==> config.mk <==
export PLATFORM = sky130hd
export DESIGN_NAME = sa_input_feeder
export DESIGN_NICKNAME = d
export VERILOG_FILES = /design/src/rtl/sa_input_feeder.sv
export SDC_FILE = /design/constraint.sdc
export NUM_CORES = 1
export LEC_CHECK = 0
export CORE_MARGIN = 2
export CORE_UTILIZATION = 45
export DETAILED_ROUTE_END_ITERATION = 16
export MAX_ROUTING_LAYER = met4
export PLACE_DENSITY = 0.67
export SYNTH_ARGS = -nofsm -noshare
export SYNTH_HDL_FRONTEND = slang
export SYNTH_SLANG_ARGS = --single-unit
==> constraint.sdc <==
create_clock -name clk -period 13.64 [get_ports clk]
set_input_delay 1.364 -clock clk [delete_from_list [all_inputs] [get_ports clk]]
set_output_delay 1.364 -clock clk [all_outputs]
set_load 0.005 [all_outputs]
==> src/rtl/sa_input_feeder.sv <==
// Input feeder for a 4x4 systolic array: buffers four A-column/B-row beats,
// then streams them diagonally skewed into the array and waits for completion.
module sa_input_feeder #(
   parameter int TIMEOUT = 32
) (
   input  logic        clk,
   input  logic        rst_n,
   input  logic        load_valid,
   output logic        load_ready,
   input  logic [31:0] load_a,
   input  logic [31:0] load_b,
   output logic        sa_start,
   output logic        sa_in_valid,
   output logic [7:0]  a_in0,
   output logic [7:0]  a_in1,
   output logic [7:0]  a_in2,
   output logic [7:0]  a_in3,
   output logic [7:0]  b_in0,
   output logic [7:0]  b_in1,
   output logic [7:0]  b_in2,
   output logic [7:0]  b_in3,
   input  logic        sa_done,
   output logic        feed_done,
   output logic        feed_err
);

   localparam int WW = $clog2(TIMEOUT + 1);

   typedef enum logic [1:0] {
      LOAD      = 2'd0,
      STREAM    = 2'd1,
      WAIT_DONE = 2'd2,
      FINISH    = 2'd3
   } state_t;

   state_t        state_r, state_s;
   logic [1:0]    beat_cnt_r, beat_cnt_s;
   logic [3:0]    t_r, t_s;
   logic [WW-1:0] wait_r, wait_s;
   logic          accept_s;
   logic          err_s;

   logic [31:0]   a_buf_r [4];
   logic [31:0]   b_buf_r [4];
   logic [7:0]    a_r [4];
   logic [7:0]    b_r [4];
   logic [7:0]    a_s [4];
   logic [7:0]    b_s [4];

   logic          load_ready_r;
   logic          sa_start_r;
   logic          sa_in_valid_r;
   logic          feed_done_r;
   logic          feed_err_r;

   // State and counter registers
   always_ff @(posedge clk or negedge rst_n) begin
      if (!rst_n) begin
         state_r    <= LOAD;
         beat_cnt_r <= 2'd0;
         t_r        <= 4'd0;
         wait_r     <= '0;
      end else begin
         state_r    <= state_s;
         beat_cnt_r <= beat_cnt_s;
         t_r        <= t_s;
         wait_r     <= wait_s;
      end
   end

   // Next-state, counter and error-flag logic
   always_comb begin
      state_s    = state_r;
      beat_cnt_s = beat_cnt_r;
      t_s        = t_r;
      wait_s     = wait_r;
      err_s      = feed_err_r;
      accept_s   = 1'b0;
      case (state_r)
         LOAD: begin
            if (load_valid) begin
               accept_s   = 1'b1;
               beat_cnt_s = beat_cnt_r + 2'd1;
               if (beat_cnt_r == 2'd3) begin
                  state_s = STREAM;
                  t_s     = 4'd0;
               end else begin
                  state_s = LOAD;
               end
            end else begin
               state_s = LOAD;
            end
         end
         STREAM: begin
            if (t_r == 4'd9) begin
               state_s = WAIT_DONE;
               wait_s  = '0;
            end else begin
               t_s = t_r + 4'd1;
            end
         end
         WAIT_DONE: begin
            // sa_done wins over a coincident timeout
            if (sa_done) begin
               state_s = FINISH;
            end else if (wait_r == WW'(TIMEOUT - 1)) begin
               state_s = FINISH;
               err_s   = 1'b1;
            end else begin
               wait_s = wait_r + WW'(1);
            end
         end
         FINISH: begin
            state_s    = LOAD;
            beat_cnt_s = 2'd0;
            t_s        = 4'd0;
            wait_s     = '0;
         end
         default: begin
            state_s = LOAD;
         end
      endcase
   end

   // Beat buffers; written only while loading, so no reset is needed
   always_ff @(posedge clk) begin
      if (accept_s) begin
         a_buf_r[beat_cnt_r] <= load_a;
         b_buf_r[beat_cnt_r] <= load_b;
      end
   end

   // Skew selection for the cycle about to be presented: lane i shows beat t-i
   always_comb begin
      for (int i = 0; i < 4; i++) begin
         a_s[i] = 8'd0;
         b_s[i] = 8'd0;
         if ((state_s == STREAM) && (t_s >= 4'(i)) && ((t_s - 4'(i)) <= 4'd3)) begin
            a_s[i] = a_buf_r[2'(t_s - 4'(i))][8*i +: 8];
            b_s[i] = b_buf_r[2'(t_s - 4'(i))][8*i +: 8];
         end else begin
            a_s[i] = 8'd0;
            b_s[i] = 8'd0;
         end
      end
   end

   // Registered array-facing and handshake outputs
   always_ff @(posedge clk or negedge rst_n) begin
      if (!rst_n) begin
         load_ready_r  <= 1'b1;
         sa_start_r    <= 1'b0;
         sa_in_valid_r <= 1'b0;
         feed_done_r   <= 1'b0;
         feed_err_r    <= 1'b0;
         for (int i = 0; i < 4; i++) begin
            a_r[i] <= 8'd0;
            b_r[i] <= 8'd0;
         end
      end else begin
         load_ready_r  <= (state_s == LOAD);
         sa_start_r    <= (state_s == STREAM) || (state_s == WAIT_DONE);
         sa_in_valid_r <= (state_s == STREAM) || (state_s == WAIT_DONE);
         feed_done_r   <= (state_s == FINISH);
         feed_err_r    <= err_s;
         for (int i = 0; i < 4; i++) begin
            a_r[i] <= a_s[i];
            b_r[i] <= b_s[i];
         end
      end
   end

   assign load_ready  = load_ready_r;
   assign sa_start    = sa_start_r;
   assign sa_in_valid = sa_in_valid_r;
   assign feed_done   = feed_done_r;
   assign feed_err    = feed_err_r;
   assign a_in0       = a_r[0];
   assign a_in1       = a_r[1];
   assign a_in2       = a_r[2];
   assign a_in3       = a_r[3];
   assign b_in0       = b_r[0];
   assign b_in1       = b_r[1];
   assign b_in2       = b_r[2];
   assign b_in3       = b_r[3];

endmodule

==> impl_results.rst, run 1 <==
.. list-table::
   :header-rows: 1

   * - Metric
     - Value
   * - Result of the run
     - finished clean
   * - Net count, final
     - 900
   * - Vias in the first global route
     - approximately 6500
   * - Number of nets with antenna violations after routing
     - 0
   * - First-pass GRT wire length
     - 36800 um
   * - Average wire per standard cell
     - 19.3 um
   * - Maximum level of the CTS H-tree
     - 2
   * - All-layer global routing usage
     - 0.173
   * - Worst R2R Setup Slack
     - 9.61 ns
   * - Sink count of the clock tree
     - 338
   * - Die Ht
     - around 170 um
   * - Maximum vdd drop
     - ~230 uV
   * - Unique cell type count in the Yosys netlist
     - 51
   * - P&R area growth vs syn
     - 22.2%
   * - FP Rows
     - between 60 and 70
   * - Setup slack after layout
     - between 9 and 10 ns
   * - Final wirelength
     - between 20000 and 25000 um
   * - Pin count of the biggest net entering global routing
     - between 90 and 100
   * - Startpoint class of the critical path
     - input port
   * - Category of cells accounting for the largest share of critical-path delay
     - simple AND/OR/NAND/NOR gates
   * - Area fraction in compound gates after synthesis
     - 0.0519
   * - FF+latch count, synth
     - between 300 and 400
   * - Cell count along the critical path
     - 13
   * - Overflow after GRT
     - 0
   * - Routability congestion estimate from global placement
     - between 0.7 and 0.8
   * - Delay of the slowest cell on the worst path
     - between 0.6 and 0.7 ns
   * - Total power divided by cell area
     - between 200 and 250 nW/um^2
   * - Critical Setup Path Class
     - input port to register
   * - Worst-case clock skew
     - approximately 0.026 ns
   * - Final Util
     - 0.557
   * - Share of synthesized cell area in full adder, half adder and majority cells
     - 0.0158
   * - Post-layout min period
     - 4.54 ns
   * - Required time at the endpoint of the critical path
     - ~14 ns
   * - Detailed-route via count
     - ~6300
   * - Clock tree from TritonCTS
     - built
   * - IO Count
     - between 100 and 150
   * - Number of iterations in the first detailed-routing pass
     - 5
   * - Hold crit path type
     - register to register
   * - Cell Area, Synth
     - about 13000 um^2
   * - Die footprint
     - roughly 29000 um^2
   * - CP Capture Type
     - register
   * - Final setup violating endpoints
     - 0
   * - CTS clk-pin slew, worst paths
     - roughly 0.06 ns
   * - Part of the Yosys area used for sequential elements
     - 0.771
   * - CTS hold repair buffers
     - 0
   * - Worst path cell trace
     - clkdlybuf4s50_1, and3b_2, o22ai_4, nand2_1, nand2_1, inv_2, ha_1, inv_1, o41ai_1, a31oi_1, xnor2_1, and3_1, and2_1
   * - DRC violations left
     - 0
   * - Core Region
     - between 20000 and 30000 um^2
   * - Worst reg2reg path depth
     - 10
   * - Yosys warning count
     - 0
   * - Highest-count cells in the layout ignoring fill and taps
     - 256 x edfxtp_1, 135 x clkdlybuf4s50_1, 81 x dfrtp_1
   * - FF/Latch Area
     - between 9000 and 10000 um^2
   * - WP data arrival
     - 4.97 ns
   * - Effective utilization at floorplan
     - 0.456
   * - Cell seen most often among critical-path stages
     - nand2_1
   * - Ratio of routed vias to standard cells
     - around 5
   * - Crit path capture
     - b_in1[3]
   * - Least-Margin Pin Slew
     - ~1.0 ns
   * - Average size of a mapped cell
     - ~19 um^2
   * - Commonest non-fill, non-tap cell in the layout
     - edfxtp_1
   * - Combined area of the multi-input logic cells
     - 2650 um^2
   * - Aggregate negative setup slack
     - 0 ns
   * - Capturing point of the worst reg2reg path
     - b_in0[6]
   * - Buffers added on ports
     - ~140
   * - Critical-path maximum fanout
     - 36
   * - Synthesized instance count
     - 669
   * - Clock insertion delay at the later pin of the skew report
     - roughly 0.5 ns
   * - Slowest-stage cell, CP
     - clkdlybuf4s50_1
   * - Fraction of the cycle the final worst path needs
     - 0.333
   * - Chip Width
     - approximately 170 um
   * - Net count after synthesis
     - between 700 and 800
   * - Number of buffers added for setup after CTS
     - 0
   * - Fill cell total of the finished layout
     - roughly 2200
   * - Dpl hpwl
     - 13300 um
   * - Multiplexer fraction of the synthesized cell area
     - 0.0951
   * - Iteration-0 DRC Markers
     - 382
   * - Maximum number of buffers from clock root to sink
     - 3
   * - Highest clock frequency the design can meet
     - 220 MHz
   * - Post-place setup slack
     - 8.52 ns
   * - Resized Gates After CTS
     - 0
   * - Critical Path Start
     - load_valid
   * - Setup repair after global routing missed its margin
     - no
   * - Basic-gate share of the synthesized area counting and, or, nand and nor cells
     - 0.0428
   * - Number of buffers created by CTS
     - 36
   * - Max_cap viols
     - 0
   * - Final Max Slew Viols
     - 0
   * - Antenna violations before repair
     - 2
   * - Leakage
     - roughly 5.7 nW
   * - Crit Reg-Reg Startpoint
     - wait_r[0]
   * - Parity-gate share of the synthesized area counting xor and xnor cells
     - 0.00267
   * - Worst slew slack as a fraction of its limit
     - 0.301
   * - Total count of hold-check failures in the final report
     - 0
   * - Fraction of final layout cells sized beyond drive strength 1
     - 0.130
   * - Number of buffers and inverters on the critical path
     - 3
   * - Main combinational cell family by area after synthesis
     - multiplexers
   * - Root cell of the clock tree
     - clkbuf_16
cell usage after synthesis, drive strengths merged:
library cell / instances / area [um^2]
a21boi: 1 / 7.51
a21o: 3 / 22.5
a21oi: 19 / 95.1
a221oi: 16 / 203
a22o: 1 / 17.5
a22oi: 1 / 7.51
a31oi: 1 / 6.26
a41oi: 1 / 27.5
and2: 16 / 100
and3: 6 / 37.5
and3b: 2 / 18.8
buf: 20 / 175
clkbuf: 9 / 33.8
dfrtp: 81 / 2030
dfstp: 1 / 26.3
edfxtp: 256 / 7690
ha: 16 / 200
inv: 12 / 52.6
mux2i: 48 / 480
mux4: 32 / 721
nand2: 46 / 173
nand2b: 1 / 6.26
nand3: 6 / 30.0
nand3b: 2 / 15.0
nor2: 23 / 86.3
nor2b: 2 / 12.5
nor3: 3 / 15.0
nor3b: 2 / 15.0
o2111ai: 1 / 26.3
o21a: 1 / 15.0
o21ai: 10 / 50.1
o22ai: 17 / 120
o2bb2ai: 1 / 8.76
o311ai: 1 / 16.3
o31ai: 2 / 15.0
o41ai: 2 / 17.5
or2b: 1 / 7.51
or3: 3 / 23.8
xnor2: 3 / 33.8
report_power, final:
part           switching (mW)  leakage [nW]  internal [mW]
clock network           0.370         0.556          0.554
registers              0.0521          3.41           1.27
logic                   0.715          1.68          0.581
logic make-up (layout without fill, tap and decap cells):
family | Yosys count | in the layout
other | 0 | 2
buffers and inverters | 41 | 216
and+or+nand+nor | 113 | 113
xor gates and xnor gates | 3 | 3
muxes | 80 | 80
AOI/OAI and AO/OA | 78 | 78
adders and majority gates | 16 | 16
DFF | 338 | 338
worst min-delay path by stage:
stage / cells past startpoint / from / slack, ns / endpoint
finish: 1 / feed_err / 0.46 / feed_err
global route: 1 / feed_err / 0.47 / feed_err
CTS: 1 / feed_err / 0.47 / feed_err
detailed placement: 1 / feed_err / 0.46 / feed_err
global placement: 1 / feed_err / 0.45 / feed_err
floorplan: 1 / wait_r[5] / 0.45 / wait_r[5]
through the flow:
| step | cells | hold slack (ns) | power (mW) | area (um^2) |
|---|---|---|---|---|
| after floorplan | 669 | 0.446 | 2.35 | 12600 |
| after global placement | 1156 | 0.447 | 2.65 | 14300 |
| after detailed placement | 1156 | 0.456 | 2.67 | 14300 |
| after CTS | 1222 | 0.469 | 3.60 | 15400 |
| after global routing | 1224 | 0.475 | 3.77 | 15400 |
| final | 1224 | 0.461 | 3.54 | 15400 |
per-layer routing:
metal	track usage	wire length [um]	share of wire	vias to the layer above
met1	0.224	9960	0.42	3182
met5	-	0	0	-
met2	0.274	11600	0.49	162
li1	-	-	-	2900
met3	0.0400	1500	0.064	43
met4	0.0520	545	0.023	0
final cells by class:
type / count / area share
flip-flops and latches: 338 / 0.631
multi-input cells: 290 / 0.172
repair buffers: 138 / 0.0890
clock buffers: 50 / 0.0652
well taps: 378 / 0.0306
clock inverters: 16 / 0.00851
inverters: 12 / 0.00340
diodes: 2 / 0.000324
state kept, by name, indices dropped and copies added (netlist names):
signal and cells:
feed_done 1, a_in2 8, a_in3 8, sa_in_valid 1
wait_r 6, b_in3 8, load_ready 1, beat_cnt_r 2
b_in1 8, b_in2 8, b_in0 8, a_buf_r 128
feed_err 1, a_in1 8, b_buf_r 128, a_in0 8
t_r 4, state_r 2
No activity file was read; power rests on OpenSTA's default activity.
==> inputs of run 2 (changes only) <==
PLACE_DENSITY = 0.69   (was 0.67)
clock period = 3.7 ns   (was 13.64 ns; I/O delays follow)
==> run 2 against run 1 <==
Net effect:
- the run now ends with negative hold slack left
- critical path depth down 4
- die area unchanged
- first-iteration DRC count up 38%
- non-clock buffer count up 17
- clock power rose to 3.7 times the previous value
- core utilization up 0.76 points
- sequential power rose to 3.7 times the previous value
- highest routed layer unchanged
==> impl_results.rst, run 2 (synthesis gave the netlist of run 1 again) <==
.. list-table::
   :header-rows: 1

   * - Metric
     - Value
   * - Result of the run
     - finished with violations
   * - Violated checks
     - negative hold slack
   * - Resized Gates After CTS
     - 0 (unchanged)
   * - Antenna violations before repair
     - 2 (unchanged)
   * - Maximum number of buffers from clock root to sink
     - 3 (unchanged)
   * - Routability congestion estimate from global placement
     - 0.740 (+3.1%)
   * - Fraction of the cycle the final worst path needs
     - 0.818
   * - Clock tree from TritonCTS
     - built
   * - Worst reg2reg path depth
     - 9 (-1)
   * - CP Capture Type
     - register
   * - Chip Width
     - 172 um (unchanged)
   * - Vias in the first global route
     - 6500 (-0.44%)
   * - Net count, final
     - 918 (+2.0%)
   * - Crit Reg-Reg Startpoint
     - state_r[0]
   * - Post-place setup slack
     - 0.376 ns (-8.15 ns)
   * - Number of buffers created by CTS
     - 37 (+2.8%)
   * - Fraction of final layout cells sized beyond drive strength 1
     - 0.151 (+0.0205)
   * - Overflow after GRT
     - 0 (unchanged)
   * - Iteration-0 DRC Markers
     - 527 (+38%)
   * - Post-layout min period
     - around 3.0 ns
   * - Average wire per standard cell
     - 19.3 um (+0.19%)
   * - IO Count
     - 137 (unchanged)
   * - Effective utilization at floorplan
     - 0.456 (unchanged)
   * - P&R area growth vs syn
     - 23.8%
   * - Number of buffers added for setup after CTS
     - 0 (unchanged)
   * - Ratio of routed vias to standard cells
     - 5.06 (-1.4%)
   * - Required time at the endpoint of the critical path
     - 4.08 ns (-9.99 ns)
   * - Setup slack after layout
     - 0.672 ns (-8.43 ns)
   * - Capturing point of the worst reg2reg path
     - b_in2[6]
   * - Worst slew slack as a fraction of its limit
     - 0.411 (+0.110)
   * - Slowest-stage cell, CP
     - dfrtp_1
   * - Tightest hold margin
     - -0.0498 ns (-0.511 ns)
   * - Placed Area
     - 14500 um^2 (+1.4%)
   * - Maximum vdd drop
     - 830 uV (+260%)
   * - Pin count of the biggest net entering global routing
     - 65 (-34%)
   * - Core Region
     - 27700 um^2 (unchanged)
   * - FP Rows
     - 61 (unchanged)
   * - Total count of hold-check failures in the final report
     - 11 (+11)
   * - Final standard cell area without fillers
     - 15600 um^2 (+1.4%)
   * - Highest-count cells in the layout ignoring fill and taps
     - 256 x edfxtp_1, 135 x clkdlybuf4s50_1, 81 x dfrtp_1
   * - Number of nets with antenna violations after routing
     - 0 (unchanged)
   * - Final wirelength
     - 24000 um (+1.7%)
   * - Dpl hpwl
     - 13900 um (+5.0%)
   * - Highest clock frequency the design can meet
     - 330 MHz
   * - Hold crit path type
     - input port to asynchronous set/reset pin
   * - CTS hold repair buffers
     - 0 (unchanged)
   * - Leakage
     - 5.75 nW (+1.7%)
   * - Maximum level of the CTS H-tree
     - 2 (unchanged)
   * - Fill cell total of the finished layout
     - 2152 (-0.32%)
   * - Die footprint
     - 29400 um^2 (unchanged)
   * - Final Max Slew Viols
     - 0 (unchanged)
   * - Number of iterations in the first detailed-routing pass
     - 4 (-1)
   * - Root cell of the clock tree
     - clkbuf_16
   * - Setup repair after global routing missed its margin
     - no
   * - Critical Setup Path Class
     - register to register
   * - Commonest non-fill, non-tap cell in the layout
     - edfxtp_1
   * - Category of cells accounting for the largest share of critical-path delay
     - simple AND/OR/NAND/NOR gates
   * - DRC violations left
     - 0 (unchanged)
   * - CTS clk-pin slew, worst paths
     - 0.06 ns (about the same)
   * - Startpoint class of the critical path
     - register
   * - Max_cap viols
     - 0 (unchanged)
   * - Clock insertion delay at the later pin of the skew report
     - 0.51 ns (about the same)
   * - Least-Margin Pin Slew
     - 0.884 ns (-0.164 ns)
   * - Final setup violating endpoints
     - 0 (unchanged)
   * - Largest registers
     - a_buf_r x128, b_buf_r x128
   * - Buffers added on ports
     - 136 (unchanged)
   * - Detailed-route via count
     - 6289 (+0.032%)
   * - All-layer global routing usage
     - 0.172 (-0.000645)
   * - Worst R2R Setup Slack
     - 0.67 ns (-8.94 ns)
   * - Aggregate negative setup slack
     - 0 ns (unchanged)
   * - First-pass GRT wire length
     - 36900 um (+0.36%)
   * - Die Ht
     - 172 um (unchanged)
   * - Worst path cell trace
     - or2b_1, or3_1, nand2_1, inv_2, ha_1, or3_4, o2111ai_4, buf_4, a221oi_2
   * - Number of buffers and inverters on the critical path
     - 2 (-1)
   * - Critical-path maximum fanout
     - 12 (-67%)
   * - WP data arrival
     - 3.41 ns (-1.56 ns)
   * - Sink count of the clock tree
     - 338 (unchanged)
   * - Worst-case clock skew
     - 0.0201 ns (-0.00593 ns)
   * - Total power divided by cell area
     - 852 nW/um^2 (+270%)
   * - Delay of the slowest cell on the worst path
     - 0.64 ns (+0.03 ns)
==> run 2: how the worst max path moves through the flow <==
| stage | startpoint | end | cells after the start |
|---|---|---|---|
| 6_report | state_r[0] | b_in2[6] | 9 |
| 5_1_grt | state_r[0] | b_in1[1] | 11 |
| 4_1_cts | state_r[0] | b_in2[6] | 9 |
| 3_5_place_dp | load_valid | a_in1[2] | 11 |
| 3_3_place_gp | load_valid | a_in3[1] | 9 |
| 2_1_floorplan | state_r[1] | a_buf_r[3][0] | 2 |
==> run 2: per-stage QoR <==
stage	hold WS, ns	std cells	util	power [mW]
floorplan	0.0744	669	-	8.67
global placement	0.445	1173	0.523	10.0
detailed placement	0.451	1173	0.523	10.1
CTS	0.000376	1240	0.565	13.5
global route	0.0282	1242	0.565	14.1
finish	-0.0498	1242	0.565	13.3
==> run 2: cell type report <==
| class | count | area, um^2 | area share |
|---|---|---|---|
| Clock inverter | 10 | 88.8 | 0.00568 |
| Multi-Input combinational cell | 290 | 2660 | 0.170 |
| Sequential cell | 338 | 9740 | 0.623 |
| Antenna cell | 2 | 5.00 | 0.000320 |
| Tap cell | 378 | 473 | 0.0302 |
| Timing Repair Buffer | 155 | 1560 | 0.100 |
| Clock buffer | 57 | 1060 | 0.0679 |
| Inverter | 12 | 52.6 | 0.00336 |
==> run 2: power breakdown <==
| part | internal, mW | switching (mW) | total, mW |
|---|---|---|---|
| sequential | 4.67 | 0.196 | 4.86 |
| combinational | 2.34 | 2.71 | 5.05 |
| clock | 2.05 | 1.38 | 3.43 |
| total | 9.05 | 4.28 | 13.3 |
==> run 2: per-layer routing <==
layer	part of all wire	GRT usage	vias to the layer above
li1	-	-	2935
met1	0.43	0.221	3158
met2	0.50	0.279	156
met3	0.050	0.0352	40
met4	0.025	0.0512	0
met5	0	-	-
==> inputs of run 3 (changes only) <==
clock period = 2.7 ns   (was 3.7 ns; I/O delays follow)
==> run 3 against run 2 <==
Net effect:
- the run now ends clean
- first-iteration DRC count shrank 9.3%
- sequential share of layout area shrank 1.3 points
- hold slack gained 0.30 ns
- critical path depth grew 2
- global-route usage is essentially flat
- critical endpoint is now b_in2[7]
- largest power group unchanged
- highest routed layer unchanged
==> impl_results.rst, run 3 (synthesis gave the netlist of run 1 again) <==
.. list-table::
   :header-rows: 1

   * - Metric
     - Value
   * - Maximum level of the CTS H-tree
     - 2 (unchanged)
   * - WP data arrival
     - 2.92 ns (-0.49 ns)
   * - Crit Reg-Reg Startpoint
     - t_r[1]
   * - Capturing point of the worst reg2reg path
     - b_in2[7]
   * - Slowest-stage cell, CP
     - or3_4
   * - Required time at the endpoint of the critical path
     - 3.04 ns (-1.04 ns)
   * - Die Ht
     - 172 um (unchanged)
   * - CP Capture Type
     - register
   * - Chip Width
     - 172 um (unchanged)
   * - Sink count of the clock tree
     - 338 (unchanged)
   * - Maximum vdd drop
     - 753 uV (-9.3%)
   * - Worst reg2reg path depth
     - 11 (+2)
   * - DRC violations left
     - 0 (unchanged)
   * - Die footprint
     - 29400 um^2 (unchanged)
   * - Hold crit path type
     - input port to asynchronous set/reset pin
   * - Overflow after GRT
     - 0 (unchanged)
   * - Number of nets with antenna violations after routing
     - 0 (unchanged)
   * - Pin count of the biggest net entering global routing
     - 40 (-38%)
   * - Final Max Slew Viols
     - 0 (unchanged)
   * - Number of placed cells counting well taps
     - 1197 (+2.0%)
   * - Antenna violations before repair
     - 3 (+1)
   * - Final wirelength
     - 24000 um (+0.32%)
   * - All-layer global routing usage
     - 0.172 (-0.000495)
   * - Worst R2R Setup Slack
     - 0.13 ns (-0.55 ns)
   * - Total count of hold-check failures in the final report
     - 0 (-11)
   * - Root cell of the clock tree
     - clkbuf_16
   * - Tightest hold margin
     - 0.250 ns (+0.300 ns)
   * - Core Region
     - 27700 um^2 (unchanged)
   * - Leakage
     - 5.91 nW (+2.8%)
   * - Setup repair after global routing missed its margin
     - no
   * - Least-Margin Pin Slew
     - 0.594 ns (-0.290 ns)
   * - Number of buffers created by CTS
     - 35 (-5.4%)
   * - IO Count
     - 137 (unchanged)
   * - Average wire per standard cell
     - 18.9 um (-2.0%)
   * - Buffers added on ports
     - 136 (unchanged)
   * - Clock insertion delay at the later pin of the skew report
     - 0.51 ns (about the same)
   * - Fraction of the cycle the final worst path needs
     - 0.954 (+0.135)
   * - Non-filler cells, final
     - 1271 (+2.3%)
   * - Final setup violating endpoints
     - 0 (unchanged)
   * - Routability congestion estimate from global placement
     - 0.770 (+4.1%)
   * - Placed Area
     - 14800 um^2 (+2.1%)
   * - Highest clock frequency the design can meet
     - 388 MHz (+18%)
   * - Result of the run
     - finished clean
   * - Vias in the first global route
     - 6683 (+2.8%)
   * - First-pass GRT wire length
     - 36900 um (-0.19%)
   * - Worst path cell trace
     - inv_1, ha_2, and3b_2, or3_4, nand2_4, inv_4, ha_4, or3_4, o2111ai_4, buf_4, a221oi_1
   * - Dpl hpwl
     - 14800 um (+6.2%)
   * - Worst-case clock skew
     - 0.0196 ns (-0.000448 ns)
   * - Net count, final
     - 949 (+3.4%)
   * - Worst slew slack as a fraction of its limit
     - 0.604 (+0.193)
   * - Effective utilization at floorplan
     - 0.456 (unchanged)
   * - Post-layout min period
     - 2.57 ns (-0.453 ns)
   * - Highest-count cells in the layout ignoring fill and taps
     - 256 x edfxtp_1, 135 x clkdlybuf4s50_1, 81 x dfrtp_1
   * - Cell seen most often among critical-path stages
     - or3_4
   * - Detailed-route via count
     - 6452 (+2.6%)
   * - Ratio of routed vias to standard cells
     - 5.08 (+0.25%)
   * - Critical Setup Path Class
     - register to register
   * - Clock tree from TritonCTS
     - built
   * - P&R area growth vs syn
     - 26.5%
   * - Largest registers
     - a_buf_r x128, b_buf_r x128
   * - Number of iterations in the first detailed-routing pass
     - 4 (unchanged)
   * - FP Rows
     - 61 (unchanged)
   * - Final standard cell area without fillers
     - 16000 um^2 (+2.2%)
   * - Commonest non-fill, non-tap cell in the layout
     - edfxtp_1
   * - Fill cell total of the finished layout
     - 2060 (-4.3%)
   * - Iteration-0 DRC Markers
     - 478 (-9.3%)
   * - CTS clk-pin slew, worst paths
     - 0.06 ns (about the same)
   * - Maximum number of buffers from clock root to sink
     - 3 (unchanged)
   * - Startpoint class of the critical path
     - register
   * - Max_cap viols
     - 0 (unchanged)
   * - Delay of the slowest cell on the worst path
     - 0.40 ns (-0.24 ns)
   * - Critical-path maximum fanout
     - 8 (-4)
   * - Fraction of final layout cells sized beyond drive strength 1
     - 0.194 (+0.0436)
   * - Total power divided by cell area
     - 1190 nW/um^2 (+39%)
-- run 3: what timing repair did --
action	4_1_cts	5_1_grt
hold buffers	1	0
gates resized for setup	0	13
endpoints found under the hold margin	24	0
setup endpoints to repair	0	34
setup buffers	0	7
-- run 3: how the worst max path moves through the flow --
stage | from | endpoint | slack [ns] | cells after the start
5_1_grt | state_r[1] | b_in2[2] | 0.007 | 10
3_3_place_gp | load_valid | a_in1[6] | -0.01 | 14
6_report | t_r[1] | b_in2[7] | 0.13 | 11
2_1_floorplan | t_r[0] | b_in2[4] | -0.01 | 11
3_5_place_dp | load_valid | a_in1[3] | -0.07 | 14
4_1_cts | t_r[1] | a_in1[4] | 0.04 | 15
-- run 3: cell type report --
cell class,instances,area [um^2],area share
clock inverters,9,72.6,0.00454
inverters,12,55.1,0.00344
diodes,3,7.51,0.000470
well taps,378,473,0.0296
repair buffers,188,1920,0.120
clock buffers,53,983,0.0615
flip-flops and latches,338,9740,0.609
multi-input cells,290,2740,0.171
-- run 3: per-layer routing --
layer | part of all wire | global-route usage
met1 | 0.43 | 0.217
met2 | 0.50 | 0.279
met3 | 0.047 | 0.0380
met4 | 0.023 | 0.0545
met5 | 0 | -
-- run 3: critical path, delay by kind of cell, from the launching register on --
family / cells / cell delay, ns
AND/OR/NAND/NOR: 4 / 1.10
buffers and inverters: 3 / 0.32
flip-flops: 1 / 0.37
adder cells (fa/ha/maj): 2 / 0.35
AO/OA/AOI/OAI: 2 / 0.28
-- run 3: metrics by stage --
step           utilization  total power [mW]  setup TNS (ns)  setup WS, ns
6_report             0.577              19.0               0         0.125
5_1_grt              0.577              20.1               0       0.00714
3_3_place_gp         0.534              14.3          -0.146       -0.0101
4_1_cts              0.572              18.9               0        0.0429
2_1_floorplan            -              12.0          -0.103       -0.0119
3_5_place_dp         0.534              14.4          -0.978       -0.0700
-- run 3: report_power, final --
part           total (mW)  switching (mW)  internal, mW  leakage, nW
clock                4.41            1.81          2.61        0.512
combinational        7.95            3.99          3.96         1.98
sequential           6.62           0.224          6.39         3.41
